**src/rtl/r5fp_dump_writer_if.sv**
```systemverilog
// Record-in / byte-out handshake bundle for r5fp_dump_writer.
// The slave modport is the writer's view; the master modport is its environment.
interface r5fp_dump_writer_if #(
   parameter int W = 32
);
   logic         in_valid;
   logic         in_ready;
   logic [W-1:0] in_a;
   logic [W-1:0] in_b;
   logic [W-1:0] in_z;
   logic [7:0]   in_flags;
   logic         out_valid;
   logic         out_ready;
   logic [7:0]   out_data;

   modport master (
      output in_valid, in_a, in_b, in_z, in_flags, out_ready,
      input  in_ready, out_valid, out_data
   );

   modport slave (
      input  in_valid, in_a, in_b, in_z, in_flags, out_ready,
      output in_ready, out_valid, out_data
   );
endinterface

```
**src/rtl/r5fp_dump_writer.sv**
```systemverilog
// Serializes {a, b, z, flags} records into "DUMP: <a> <b> <z> <flags>\n" ASCII bytes.
// Define R5FP_DUMP_CRLF_EN to terminate each line with 8'h0d 8'h0a instead of 8'h0a.
module r5fp_dump_writer #(
   parameter int EXP_W = 8,
   parameter int SIG_W = 23
) (
   input  logic                     clk,
   input  logic                     reset,
   r5fp_dump_writer_if.slave        bus,
   output logic                     busy,
   output logic [31:0]              rec_count
);
   localparam int W  = EXP_W + SIG_W + 1;
   localparam int HD = (W + 3) / 4;
   localparam int PW = HD * 4;
   localparam int CW = (HD > 6) ? $clog2(HD) : 3;
   localparam logic [47:0] PFX_STR = "DUMP: ";

   typedef enum logic [3:0] {
      S_IDLE, S_PFX, S_FA, S_S1, S_FB, S_S2, S_FZ, S_S3, S_FF, S_CR, S_EOL
   } state_t;

   state_t          state_q, state_d;
   logic [CW-1:0]   cnt_q, cnt_d;
   logic            out_valid_q;
   logic [7:0]      out_data_q;
   logic [31:0]     rec_count_q;
   logic [PW-1:0]   a_q, b_q, z_q;
   logic [7:0]      flags_q;
   logic            adv;

   function automatic logic [7:0] hex(input logic [3:0] n);
      return (n < 4'd10) ? (8'h30 + {4'h0, n}) : (8'h57 + {4'h0, n});
   endfunction

   // Byte shown while the FSM sits in state s with digit counter c.
   function automatic logic [7:0] byte_of(input state_t s, input logic [CW-1:0] c);
      logic [7:0] b;
      case (s)
         S_PFX:                  b = PFX_STR[8*c +: 8];
         S_FA:                   b = hex(a_q[4*c +: 4]);
         S_FB:                   b = hex(b_q[4*c +: 4]);
         S_FZ:                   b = hex(z_q[4*c +: 4]);
         S_FF:                   b = hex(flags_q[4*c[0] +: 4]);
         S_S1, S_S2, S_S3:       b = 8'h20;
         S_CR:                   b = 8'h0d;
         S_EOL:                  b = 8'h0a;
         default:                b = 8'h00;
      endcase
      return b;
   endfunction

   assign adv = out_valid_q && bus.out_ready;

   always_comb begin
      state_d = state_q;
      cnt_d   = cnt_q;
      if (state_q == S_IDLE) begin
         if (bus.in_valid) begin
            state_d = S_PFX;
            cnt_d   = CW'(5);
         end
      end else if (adv) begin
         cnt_d = cnt_q - 1'b1;
         case (state_q)
            S_PFX: if (cnt_q == '0) begin
               state_d = S_FA;
               cnt_d   = CW'(HD - 1);
            end
            S_FA:  if (cnt_q == '0) state_d = S_S1;
            S_S1:  begin state_d = S_FB; cnt_d = CW'(HD - 1); end
            S_FB:  if (cnt_q == '0) state_d = S_S2;
            S_S2:  begin state_d = S_FZ; cnt_d = CW'(HD - 1); end
            S_FZ:  if (cnt_q == '0) state_d = S_S3;
            S_S3:  begin state_d = S_FF; cnt_d = CW'(1); end
`ifdef R5FP_DUMP_CRLF_EN
            S_FF:  if (cnt_q == '0) state_d = S_CR;
`else
            S_FF:  if (cnt_q == '0) state_d = S_EOL;
`endif
            S_CR:  state_d = S_EOL;
            S_EOL: state_d = S_IDLE;
            default: state_d = S_IDLE;
         endcase
      end
   end

   // Outputs are registered from the next state so a stall keeps out_data frozen.
   always_ff @(posedge clk) begin
      if (!reset) begin
         state_q     <= S_IDLE;
         cnt_q       <= '0;
         out_valid_q <= 1'b0;
         out_data_q  <= 8'h00;
         rec_count_q <= '0;
      end else begin
         state_q     <= state_d;
         cnt_q       <= cnt_d;
         out_valid_q <= (state_d != S_IDLE);
         out_data_q  <= (state_d != S_IDLE) ? byte_of(state_d, cnt_d) : 8'h00;
         if (state_q == S_EOL && adv)
            rec_count_q <= rec_count_q + 32'd1;
      end
   end

   always_ff @(posedge clk) begin
      if (state_q == S_IDLE && bus.in_valid) begin
         a_q     <= PW'(bus.in_a);
         b_q     <= PW'(bus.in_b);
         z_q     <= PW'(bus.in_z);
         flags_q <= bus.in_flags;
      end
   end

   assign bus.in_ready  = (state_q == S_IDLE);
   assign bus.out_valid = out_valid_q;
   assign bus.out_data  = out_data_q;
   assign busy          = (state_q != S_IDLE);
   assign rec_count     = rec_count_q;
endmodule

```
**src/flat_wrapper.sv**
```systemverilog
// flat-port wrapper written by rule: the top's interface ports become plain ports
module r5fp_dump_writer_flat 
#(
   parameter int EXP_W = 8,
   parameter int SIG_W = 23
)
  (clk, reset, busy, rec_count, bus_in_valid, bus_in_a, bus_in_b, bus_in_z, bus_in_flags, bus_out_ready, bus_in_ready, bus_out_valid, bus_out_data);
  r5fp_dump_writer_if #(.W(32)) bus_i ();
  input  logic clk;
  input  logic reset;
  output logic busy;
  output logic [31:0] rec_count;
  input wire logic [$bits(bus_i.in_valid)-1:0] bus_in_valid;
  input wire logic [$bits(bus_i.in_a)-1:0] bus_in_a;
  input wire logic [$bits(bus_i.in_b)-1:0] bus_in_b;
  input wire logic [$bits(bus_i.in_z)-1:0] bus_in_z;
  input wire logic [$bits(bus_i.in_flags)-1:0] bus_in_flags;
  input wire logic [$bits(bus_i.out_ready)-1:0] bus_out_ready;
  output wire logic [$bits(bus_i.in_ready)-1:0] bus_in_ready;
  output wire logic [$bits(bus_i.out_valid)-1:0] bus_out_valid;
  output wire logic [$bits(bus_i.out_data)-1:0] bus_out_data;
  assign bus_i.in_valid = bus_in_valid;
  assign bus_i.in_a = bus_in_a;
  assign bus_i.in_b = bus_in_b;
  assign bus_i.in_z = bus_in_z;
  assign bus_i.in_flags = bus_in_flags;
  assign bus_i.out_ready = bus_out_ready;
  assign bus_in_ready = bus_i.in_ready;
  assign bus_out_valid = bus_i.out_valid;
  assign bus_out_data = bus_i.out_data;
  r5fp_dump_writer #(.EXP_W(EXP_W), .SIG_W(SIG_W)) u_core (.clk(clk), .reset(reset), .bus(bus_i), .busy(busy), .rec_count(rec_count));
endmodule
```
**config.mk**
```make
export PLATFORM = sky130hd
export DESIGN_NAME = r5fp_dump_writer_flat
export DESIGN_NICKNAME = d
export VERILOG_FILES = /design/src/rtl/r5fp_dump_writer_if.sv /design/src/rtl/r5fp_dump_writer.sv /design/src/flat_wrapper.sv
export SDC_FILE = /design/constraint.sdc
export NUM_CORES = 1
export LEC_CHECK = 0
export ABC_CLOCK_PERIOD_IN_PS = 11900
export CAP_MARGIN = 15
export CORE_ASPECT_RATIO = 0.6
export CORE_MARGIN = 2
export CORE_UTILIZATION = 41
export DETAILED_ROUTE_END_ITERATION = 10
export PLACE_DENSITY = 0.65
export SETUP_SLACK_MARGIN = 0.5
export SLEW_MARGIN = 20
export SYNTH_ARGS = -nofsm -noshare
export SYNTH_HDL_FRONTEND = slang
export SYNTH_SLANG_ARGS = --single-unit
export TNS_END_PERCENT = 30
```
**constraint.sdc**
```tcl
create_clock -name clk -period 11.9 [get_ports clk]
set_input_delay 1.19 -clock clk [delete_from_list [all_inputs] [get_ports clk]]
set_output_delay 1.19 -clock clk [all_outputs]
set_load 0.02 [all_outputs]
```
-- Word level (Yosys, flattened, before mapping)
Index checks and enable logic that the tools add are counted.
- register bits: 152
- latch bits: 0
- RAM bits: 0
- bits in read-only memories: 0
- bits of input ports: 108
- output and inout bits: 43
- logic and storage cells: 77
- memories: 0
- add/subtract/negate cells: 10
- multiply operators: 0
- divide/modulo/power cells: 0
- order comparisons: 4
- equality and inequality tests: 20
- shift operators: 5
- muxes and demuxes: 19
- bitwise operators: 0
- reduce and logical (&&, ||, !) cells: 10
- operators with widths (operator ; count):
    indexed part select 32 x 6 -> 4 bit ; 3
    case mux 8 bit (8 select lines) ; 1
    indexed part select 48 x 7 -> 8 bit, first input constant ; 1
    case mux 4 bit (9 select lines) ; 1
    adder 32 x 1 -> 32 bit, second input constant ; 1
    adder 7 x 4 -> 8 bit, first input constant ; 4
    equality test 4 x 3 -> 1 bit, second input constant ; 8
    2-to-1 mux 4 bit ; 8
    2-to-1 mux 8 bit ; 4
    adder 6 x 4 -> 7 bit, first input constant ; 4
    equality test 4 bit, second input constant ; 6
    equality test 4 x 2 -> 1 bit, second input constant ; 4
    less-than comparator 4 bit, second input constant ; 4
    2-to-1 mux 3 bit ; 4
    case mux 3 bit (3 select lines) ; 1
    equality test 4 x 1 -> 1 bit, second input constant ; 2
    nonzero test 4 bit ; 2
    indexed part select 8 x 4 -> 4 bit ; 1
    zero test 4 bit ; 1
    logical AND 1 bit ; 3
    zero test 3 bit ; 1
    OR reduction 3 bit ; 1
    subtractor 3 x 1 -> 3 bit, second input constant ; 1
    AND reduction 2 bit ; 1
    OR reduction 2 bit ; 1

-- Longest topological paths before layout
- depth after elaboration: 9
- gate-level depth with buffers: 17
- depth with buffers taken out: 15

-- Worst setup path before layout
OpenSTA, ideal clock, no wires.
- path kind: input to register
- start: in bus_in_valid
- end: reg u_core.out_data_q[2] (netlist: u_core.bus.out_data[2])
- library setup time: 0.129 ns
- arrival time: 5.501 ns
- data required time: 11.771 ns
- path slack: 6.271 ns
- cell stages on the path: 12
- buffers on the path: 1
- cells stage by stage: and2_1 or3_1 and2_1 buf_6 mux2i_1 a32o_1 or2_2 ha_1 nor2b_1 nor4b_1 a211oi_1 a31oi_1
- longest elaborated chain between the ends: 6
- elaborated cells on any way between the ends: 39
- those cells by class: 8 x add/sub; 4 x order compare; 10 x eq/ne; 5 x shift; 9 x mux; 3 x reduce/logical
- ends and longest elaborated chain (what ; line ; text):
    start, declared ; flat_wrapper.sv:13 ; input wire logic [$bits(bus_i.in_valid)-1:0] bus_in_valid;
    2-to-1 mux 3 bit ; r5fp_dump_writer.sv:59 ; if (bus.in_valid) begin
    2-to-1 mux 3 bit ; r5fp_dump_writer.sv:58 ; if (state_q == S_IDLE) begin
    indexed part select 32 x 6 -> 4 bit (tied with other cells) ; r5fp_dump_writer.sv:43 ; S_FZ: b = hex(z_q[4*c +: 4]);
    adder 7 x 4 -> 8 bit (tied with other cells) ; r5fp_dump_writer.sv:33 ; return (n < 4'd10) ? (8'h30 + {4'h0, n}) : (8'h57 + {4'h0, n});
    2-to-1 mux 8 bit ; r5fp_dump_writer.sv:33 ;
    case mux 8 bit (8 select lines) ; r5fp_dump_writer.sv:39 ; case (s)
    end signal, assigned ; r5fp_dump_writer.sv:100 ; out_data_q <= (state_d != S_IDLE) ? byte_of(state_d, cnt_d) : 8'h00;
    end, declared ; r5fp_dump_writer.sv:26 ; logic [7:0] out_data_q;
Several ways; a longest one is shown, not always the timed one.
A chain may end at the register's enable or synchronous reset.

-- Worst setup path after layout
- start: in bus_out_ready
- end: reg u_core.out_data_q[4] (netlist: u_core.bus.out_data[4])
- longest elaborated chain between the ends: 7
- elaborated cells on any way between the ends: 40
- those cells by class: 8 x add/sub; 4 x order compare; 10 x eq/ne; 5 x shift; 9 x mux; 4 x reduce/logical
- ends and longest elaborated chain (what ; line ; text):
    start, declared ; flat_wrapper.sv:18 ; input wire logic [$bits(bus_i.out_ready)-1:0] bus_out_ready;
    logical AND 1 bit (*) ; r5fp_dump_writer.sv:53 ; assign adv = out_valid_q && bus.out_ready;
    2-to-1 mux 3 bit ; r5fp_dump_writer.sv:63 ; end else if (adv) begin
    2-to-1 mux 3 bit ; r5fp_dump_writer.sv:58 ;
    indexed part select 32 x 6 -> 4 bit (tied with other cells) ; r5fp_dump_writer.sv:43 ;
    adder 7 x 4 -> 8 bit (tied with other cells) ; r5fp_dump_writer.sv:33 ;
    2-to-1 mux 8 bit ; r5fp_dump_writer.sv:33 ;
    case mux 8 bit (8 select lines) ; r5fp_dump_writer.sv:39 ;
Mark *: on every way between the ends. The rest lies on a longest branch, timed or not.

==> impl_metrics.ini <==
[global_routing]
grt_max_degree = 83
grt_pass1_vias = 4992
gr-total-overflow = 0
grt_antenna_before_repair = 0
grt_pass1_wl_um = 27100
grtUsageTotal_pct = 19.1

[logic_synthesis]
netlist_top_cells_count = edfxtp_1 (104), nand2_1 (54), nor2_1 (53), mux2i_1 (52), dfxtp_1 (47)
synth_area_um2 = 7050
syn_avg_cell_area_um2 = 11.7
yosysMostFrequentCell = edfxtp_1
yosysTopAreaCellShare_pct = 44.3
yosysUniqueCellTypes = 68
synth_area_leader_cell = edfxtp_1
ys_seq_area_share_pct = 57.7
synth_edf_count = 104
yosysWarnings = 0
syn_inst = 600
ys.flop_type = edfxtp_1
ys_seq_elements = 151
synth_nets = 719
ys_top_cells_by_area = edfxtp_1 (44%), dfxtp_1 (13%), mux2i_1 (7.4%)
async_reset_ff_share_pct = 0

[route]
ant_nets = 0
first_pass_iters = 5
drt_iter0_markers = 382
drt-wirelength-per-cell_um = 17.3
avgViaCountPerCell = 5.21
vias = 5166
wl_um = 17200
drc = 0

[sta]
clock.fmax_ghz = 0.220
fin_tns_setup_ns = 0
layout_min_cycle_time_ns = 4.54
slew_headroom_pct = 30.7
skew_ns = 0.00866
worst_pin_slew_ns = 1.04
finalSetupViolations = 0
slew_viol_final = 0
hold_violations = 0
period_share_pct = 38.1
rsz0062_at_grt = no

[pwr]
power.leakage_nw = 3.41
p_per_area_nw_per_um2 = 153
max-vdd-ir-drop_uv = 116

[worst_setup_path]
criticalPathCategory = input port to flip-flop
r2r_setup_slack_ns = 7.82
cp.required_ns = 12.19
reg2reg_to = u_core.bus.out_data[4]
crit_path_start = bus_out_ready
timing.rr.start = u_core.state_q[3]
cp.arrival_ns = 4.83
crit_path_end_kind = flip-flop
r2r_cells = 12
cp_max_fo = 29
cp-start-kind = input port

[die]
io_pins = 151
fp.dieW_um = 173
rows = 37
die_area_um2 = 18300
start_util_pct = 41.5
die_h_um = 106
coreArea_um2 = 17000

[clocking]
cts_buffer_depth = 2
clkLatencyLatePin_ns = 0.42
cts_root_buf = clkbuf_16
post-cts-setup-buffer-count = 0
clkSlewWorstSetupHoldPaths_ns = 0.06
numCtsBuffers = 17
clock-sinks = 151
postCtsHoldBufs = 0
cts_tree = built
htree_num_levels = 4
cts_resized = 0

[final_layout]
fillCellCount = 1474
diodes = 0
syn_to_final_growth_pct = 32.3
nets = 863
fin_area_um2 = 9320
drive_gt1_share_pct = 7.40

[place]
io_buffers = 149
routabilityCongestion = 0.832
placed_area_um2 = 8670
dp_hpwl_um = 12500

[min_path]
min_from = u_core.rec_count[8]
min_delay_worst_endpoint = u_core.rec_count[8]
min_path_cells = 2
hp-class = flip-flop to flip-flop

[run_status]
outcome = complete, no violations

[job]
cap_violations = 0
==> logic make-up after synthesis <==
logic type,after synthesis,share of synthesized area [%]
simple gates,204,14.3
compound gates,103,10.1
buf+inv,40,3.59
xor+xnor,34,4.23
flops,151,57.7
other cells,1,0.0532
mux,56,8.10
fa+ha+maj,11,1.95
==> routing by layer <==
metal | global-route usage [%] | vias up | routed length [µm]
li1 | - | 2505 | -
met1 | 28.8 | 2500 | 8810
met2 | 26.8 | 150 | 7240
met3 | 5.30 | 11 | 979
met4 | 4.72 | 0 | 129
met5 | 0 | - | 0
==> worst max path at each step <==
stage               cells past startpoint  slack [ns]                     end
finish                                 12        7.36  u_core.bus.out_data[4]
global route                           12        7.09  u_core.bus.out_data[4]
CTS                                    12        7.40  u_core.bus.out_data[4]
detailed placement                     12        6.98  u_core.bus.out_data[4]
global placement                       12        7.22  u_core.bus.out_data[0]
floorplan                              12        6.27  u_core.bus.out_data[2]
==> critical path: stages <==
cell and delay, ns:
clkdlybuf4s50_1 0.48, nand2_1 0.26, nor2_4 0.26, nor2_1 0.15, nor2_4 0.38, clkinv_4 0.37, mux2i_1 0.25, mux2i_1 0.24
a21oi_2 0.36, a21oi_1 0.13, a2111oi_0 0.59, a21oi_1 0.14
==> registers in the layout (all words and copies together) (netlist names) <==
register	cells
u_core.a_q	32
u_core.z_q	32
u_core.flags_q	8
u_core.bus.out_data	7
u_core.state_q	4
u_core.b_q	32
u_core.cnt_q	3
u_core.bus.out_valid	1
u_core.rec_count	32
==> per-stage QoR <==
stage | worst slack, ns | instances | power [mW] | hold slack (ns) | utilization (%)
after floorplan | 6.27 | 600 | 0.766 | 0.566 | -
after global placement | 7.22 | 959 | 0.837 | 0.488 | 51.0
after detailed placement | 6.98 | 959 | 0.841 | 0.500 | 51.0
after CTS | 7.40 | 991 | 1.44 | 0.511 | 54.8
after global routing | 7.09 | 991 | 1.48 | 0.544 | 54.8
final | 7.36 | 991 | 1.42 | 0.512 | 54.8
==> cell type report <==
cell class	count	area [µm²]	share of cell area (%)
Sequential cell	151	4060	43.6
Clock inverter	14	223	2.39
Tap cell	234	293	3.14
Inverter	14	72.6	0.779
Timing Repair Buffer	151	1510	16.2
Multi-Input combinational cell	409	2730	29.3
Clock buffer	18	429	4.61
==> report_power, final <==
group / leakage, nW / internal, mW / switching, mW
clock network: 0.307 / 0.375 / 0.217
logic: 1.73 / 0.0969 / 0.125
registers: 1.38 / 0.597 / 0.0123
total: 3.41 / 1.07 / 0.355
==> cell usage in the layout, fill, tap and decap left out, drive strengths merged, types with 18 or more instances in the layout <==
cell type,n
clkdlybuf4s50,149
edfxtp,104
nor2,55
nand2,54
mux2i,54
dfxtp,47
nand3,31
xor2,24
o21ai,23
a21oi,22
clkbuf,18
Power figures use the tool's default switching activity.
